File: src/rtl/disp_scan.sv
// disp_scan: time-multiplexed 4-digit 7-segment scanner.
//
// Snapshots the four digit patterns at the start of each frame. It then walks
// digits 0..3 and gives each digit one slot of REFRESH_CYCLES clocks. The first
// GUARD_CYCLES clocks of every slot are blanked to avoid ghosting.
//
// Ports:
//   clk        system clock
//   rst        synchronous active-low reset
//   en         scan enable; when low, holds the scanner at digit 0 with everything dark
//   blink      blink request (used only when DISP_SCAN_BLINK_EN is defined)
//   segment1   pattern for digit 0 (sec1)
//   segment2   pattern for digit 1 (sec2)
//   segment3   pattern for digit 2 (min1)
//   segment4   pattern for digit 3 (min2)
//   seg_out    shared segment bus (registered)
//   an         active-low one-hot digit anodes (registered)
//   frame_tick one-cycle pulse when a full 4-digit frame completes (registered)
//
// Optional feature: define DISP_SCAN_BLINK_EN to add a free-running blink phase.
// The phase blanks the display while blink is high (BLINK_CYCLES >= 2 is assumed).
module disp_scan #(
  parameter int unsigned REFRESH_CYCLES = 50_000,
  parameter int unsigned GUARD_CYCLES   = 500,
  parameter logic [7:0]  BLANK          = 8'hFF,
  parameter int unsigned BLINK_CYCLES   = 25_000_000
) (
  input  logic       clk,
  input  logic       rst,
  input  logic       en,
  input  logic       blink,
  input  logic [7:0] segment1,
  input  logic [7:0] segment2,
  input  logic [7:0] segment3,
  input  logic [7:0] segment4,
  output logic [7:0] seg_out,
  output logic [3:0] an,
  output logic       frame_tick
);

  localparam int unsigned     CntW   = $clog2(REFRESH_CYCLES);
  localparam logic [CntW-1:0] CntMax = CntW'(REFRESH_CYCLES - 1);
  localparam logic [CntW-1:0] Guard  = CntW'(GUARD_CYCLES);

  logic [CntW-1:0] cnt_q, cnt_d;
  logic [1:0]      idx_q, idx_d;
  logic [7:0]      snap_q [4];
  logic [7:0]      seg_d;
  logic [3:0]      an_d;
  logic            tick_d;
  logic            snap_load;
  logic            blank_force;

  // Frame start: latch all four digits together so a frame never mixes two counts.
  assign snap_load = (cnt_q == '0) && (idx_q == 2'd0);

`ifdef DISP_SCAN_BLINK_EN
  localparam int unsigned      BlkW   = $clog2(BLINK_CYCLES);
  localparam logic [BlkW-1:0]  BlkMax = BlkW'(BLINK_CYCLES - 1);

  logic [BlkW-1:0] blk_cnt_q, blk_cnt_d;
  logic            phase_q, phase_d;

  // Free-running, independent of en, so the blink cadence stays steady.
  always_comb begin
    blk_cnt_d = blk_cnt_q + BlkW'(1);
    phase_d   = phase_q;
    if (blk_cnt_q == BlkMax) begin
      blk_cnt_d = '0;
      phase_d   = ~phase_q;
    end
  end

  always_ff @(posedge clk) begin
    if (!rst) begin
      blk_cnt_q <= '0;
      phase_q   <= 1'b0;
    end else begin
      blk_cnt_q <= blk_cnt_d;
      phase_q   <= phase_d;
    end
  end

  assign blank_force = blink & phase_q;
`else
  logic unused_blink;
  assign unused_blink = blink | (BLINK_CYCLES == 32'd0);
  assign blank_force  = 1'b0;
`endif

  always_comb begin
    cnt_d  = '0;
    idx_d  = 2'd0;
    tick_d = 1'b0;
    an_d   = 4'b1111;
    seg_d  = BLANK;
    if (en) begin
      if (cnt_q == CntMax) begin
        cnt_d  = '0;
        idx_d  = idx_q + 2'd1;
        tick_d = (idx_q == 2'd3);
      end else begin
        cnt_d = cnt_q + CntW'(1);
        idx_d = idx_q;
      end
      if (cnt_q >= Guard) begin
        an_d  = ~(4'b0001 << idx_q);
        seg_d = snap_q[idx_q];
      end
    end
    if (blank_force) begin
      an_d  = 4'b1111;
      seg_d = BLANK;
    end
  end

  always_ff @(posedge clk) begin
    if (!rst) begin
      cnt_q      <= '0;
      idx_q      <= 2'd0;
      snap_q[0]  <= BLANK;
      snap_q[1]  <= BLANK;
      snap_q[2]  <= BLANK;
      snap_q[3]  <= BLANK;
      seg_out    <= BLANK;
      an         <= 4'b1111;
      frame_tick <= 1'b0;
    end else begin
      cnt_q      <= cnt_d;
      idx_q      <= idx_d;
      seg_out    <= seg_d;
      an         <= an_d;
      frame_tick <= tick_d;
      if (snap_load) begin
        snap_q[0] <= segment1;
        snap_q[1] <= segment2;
        snap_q[2] <= segment3;
        snap_q[3] <= segment4;
      end
    end
  end

endmodule
File: config.mk
export PLATFORM = sky130hd
export DESIGN_NAME = disp_scan
export DESIGN_NICKNAME = d
export VERILOG_FILES = /design/src/rtl/disp_scan.sv
export SDC_FILE = /design/constraint.sdc
export NUM_CORES = 1
export LEC_CHECK = 0
export CORE_ASPECT_RATIO = 0.8
export CORE_MARGIN = 5
export CORE_UTILIZATION = 47
export DETAILED_ROUTE_END_ITERATION = 8
export PLACE_DENSITY_LB_ADDON = 0.12
export RECOVER_POWER = 25
export SKIP_CTS_REPAIR_TIMING = 1
export SLEW_MARGIN = 20
export SYNTH_ARGS = -nofsm -noshare
export SYNTH_HDL_FRONTEND = slang
export SYNTH_SLANG_ARGS = --single-unit
export TNS_END_PERCENT = 20
File: constraint.sdc
create_clock -name clk -period 2.4 [get_ports clk]
set_clock_uncertainty 0.2 [all_clocks]
set_input_delay 0.48 -clock clk [delete_from_list [all_inputs] [get_ports clk]]
set_output_delay 0.48 -clock clk [all_outputs]
set_load 0.05 [all_outputs]
==> key figures <==
Die
  – Starting Density: 48.6%
  – Placement Rows: 24
  – DIE AREA: 0.00727 mm2
  – Io pins: 49
  – Die X: 94.1 um
  – Die H: 77.3 um
  – CORE AREA: 0.00547 mm2

Timing
  – Final TNS setup: 0 ps
  – Worst Tran Pin Value: 639 ps
  – Fmax: 449 MHz
  – Final period utilization: 92.9%
  – Slew margin rel.: 57.4%
  – Final min period: 2230 ps
  – Final hold viol count: 0
  – Setup violations, final: 0
  – Unrepaired setup endpoints after global routing: no
  – Slew Limit Fails: 0

Drt
  – Drt pass-1 iters: 4
  – Avg WL per Cell: 13.4 um
  – Residual DRC: 0
  – ANT nets after route: 0
  – DRT iter0 DRCs: 91
  – Vias per cell: 4.73
  – DRT Wirelength: 4730 um
  – Vias: 1673

Synth
  – Synth Register Bits: 63
  – Multiplexer share of the synthesized area: 7.15%
  – Syn Nets: 254
  – Sequential cell area fraction in the yosys report: 59.5%
  – XOR/XNOR Fraction of Synth Area: 4.94%
  – Number of distinct library cells after synthesis: 29
  – Synth top area cells: edfxtp_1 (36%), dfxtp_1 (23%), or2_1 (7.1%)
  – Adder-cell share of the synthesized area: 2.82%
  – Syn Std Cell Area: 0.00266 mm2
  – Share of the synthesized area in the top cell type: 36.1%
  – Post-synthesis simple-gate area fraction: 21.8%
  – Largest family of logic cells by synthesized area: simple AND/OR/NAND/NOR gates
  – Syn Area/Cell: 12.5 um2
  – Dominant cell type by area after synthesis: edfxtp_1
  – Synth warn: 0
  – Post-synthesis compound-gate area fraction: 0.518%
  – Synthesized instance count: 212

Worst setup path
  – Max Fanout on Critical Path: 32
  – Required @ worst endpoint: 2290 ps
  – CP Capture Type: flip-flop
  – Critical path type: flip-flop to flip-flop
  – Setup crit start kind: flip-flop
  – Crit path arrival time: 2120 ps

GRT
  – Initial antenna violation count: 0
  – Grt ovf: 0
  – Global Route Usage Sum: 14.6%
  – Pin count of the biggest net entering global routing: 33
  – First-pass GRT wire length: 7940 um
  – Number of global-route vias before repair: 1595

Clock network
  – Htree depth: 3
  – Clock Tree Buf Depth: 2
  – Clock sinks: 63
  – Root buffer cell: clkbuf_8
  – Num CTS Buffers: 9
  – Clock Pin Slew Worst Setup and Hold Paths: 70 ps
  – TritonCTS clock tree: built
  – Skew-Pair Late Insertion Delay: 330 ps

Power
  – Peak supply drop: 0.000284 V
  – PD cells: 669 mW/mm2
  – Leak: 0.00112 uW

Finish
  – Nets: 313
  – Area growth, synth to finish: 30.2%
  – Layout cells sized above 1: 13.0%
  – Antenna diode count: 0
  – Final core occ: 63.3%

Place
  – Port bufs: 47
  – DP Wirelength: 3320 um
  – Routability cong.: 0.884

Outcome
  – Status: finished clean

Worst hold path
  – Worst min-delay path class: flip-flop to flip-flop

Flow run
  – Max_cap viols: 0
==> where the power goes <==
| part | switching (uW) | internal [uW] |
|---|---|---|
| logic | 45.4 | 87.8 |
| clock network | 390 | 611 |
| registers | 9.55 | 1170 |
| total | 445 | 1870 |
==> per-stage QoR <==
stage | hold slack [ps] | setup slack, ps | total power (uW) | std cells | area [um2]
detailed placement | 273 | 175 | 1340 | 338 | 3270
floorplan | 242 | 70.1 | 1270 | 212 | 2660
finish | 285 | 171 | 2320 | 354 | 3460
CTS | 291 | 142 | 2350 | 354 | 3480
global route | 338 | 60.8 | 2420 | 354 | 3460
global placement | 264 | 194 | 1340 | 338 | 3270
==> worst max-delay path, cell delays in order, from the launching register on <==
cell	delay, ps
dfxtp_1	350
or4_4	550
nor4_4	210
nand4_1	150
buf_4	230
or2_2	290
==> synthesized netlist by cell type (all sizes together) <==
cell    number
edfxtp      32
or2         32
dfxtp       31
nor2        23
xnor2       14
nand2        9
nand2b       9
inv          8
mux4         8
clkbuf       7
nand4        7
ha           6
nor4         6
nand3        4
nor3         3
buf          2
or3          2
a21oi        1
a31o         1
and2         1
and3         1
and4bb       1
mux2i        1
nor2b        1
or4          1
xor2         1
==> routing by layer <==
metal	track usage, %	part of all wire, %	up-vias
li1	-	-	845
met1	19.5	48	772
met2	20.8	44	51
met3	6.85	6.5	5
met4	4.76	1.2	0
met5	0	0	-
==> cell usage in the layout, fill, tap and decap left out, drive strengths merged, types with 3 or more instances in the layout <==
cell type / n
xnor2: 14
nor3: 3
mux4: 8
edfxtp: 32
nand3: 4
nand2b: 9
clkdlybuf4s50: 47
or2: 32
ha: 6
nor2: 23
nand4: 7
dfxtp: 31
clkbuf: 14
buf: 8
nand2: 9
nor4: 6
inv: 8
==> registers in the layout, summed over array words and instances, names as in the netlist <==
register    cells
snap_q         32
seg_out         8
an              4
cnt_q          16
idx_q           2
frame_tick      1
==> cells by family after synthesis <==
| logic type | count (synthesis) |
|---|---|
| DFF | 63 |
| adders and majority gates | 6 |
| muxes | 9 |
| AOI/OAI and AO/OA | 2 |
| buffers and inverters | 17 |
| and+or+nand+nor | 100 |
| xor gates and xnor gates | 15 |
==> path summary, 6_finish.rpt <==
| check | depth (start not counted) | to | start | slack (ps) |
|---|---|---|---|---|
| worst max-delay path | 5 | snap_q[3][4]$_SDFFCE_PN1P_ | cnt_q[12]$_SDFF_PP0_ | 170 |
| worst min register to register | 1 | cnt_q[0]$_SDFF_PP0_ | cnt_q[0]$_SDFF_PP0_ | 280 |
| worst max register to register | 5 | snap_q[3][4]$_SDFFCE_PN1P_ | cnt_q[12]$_SDFF_PP0_ | 170 |
| worst min-delay path | 1 | cnt_q[0]$_SDFF_PP0_ | cnt_q[0]$_SDFF_PP0_ | 280 |
==> area by class of cell <==
| cell class | count | area, um2 |
|---|---|---|
| timing repair buffer | 57 | 563 |
| clock inverter | 4 | 70.1 |
| inverter | 8 | 30.0 |
| clock buffer | 12 | 145 |
| tap | 78 | 97.6 |
| fill | 445 | 2000 |
| multi-input combinational | 132 | 975 |
| sequential | 63 | 1580 |
No activity file was read; power rests on OpenSTA's default activity.
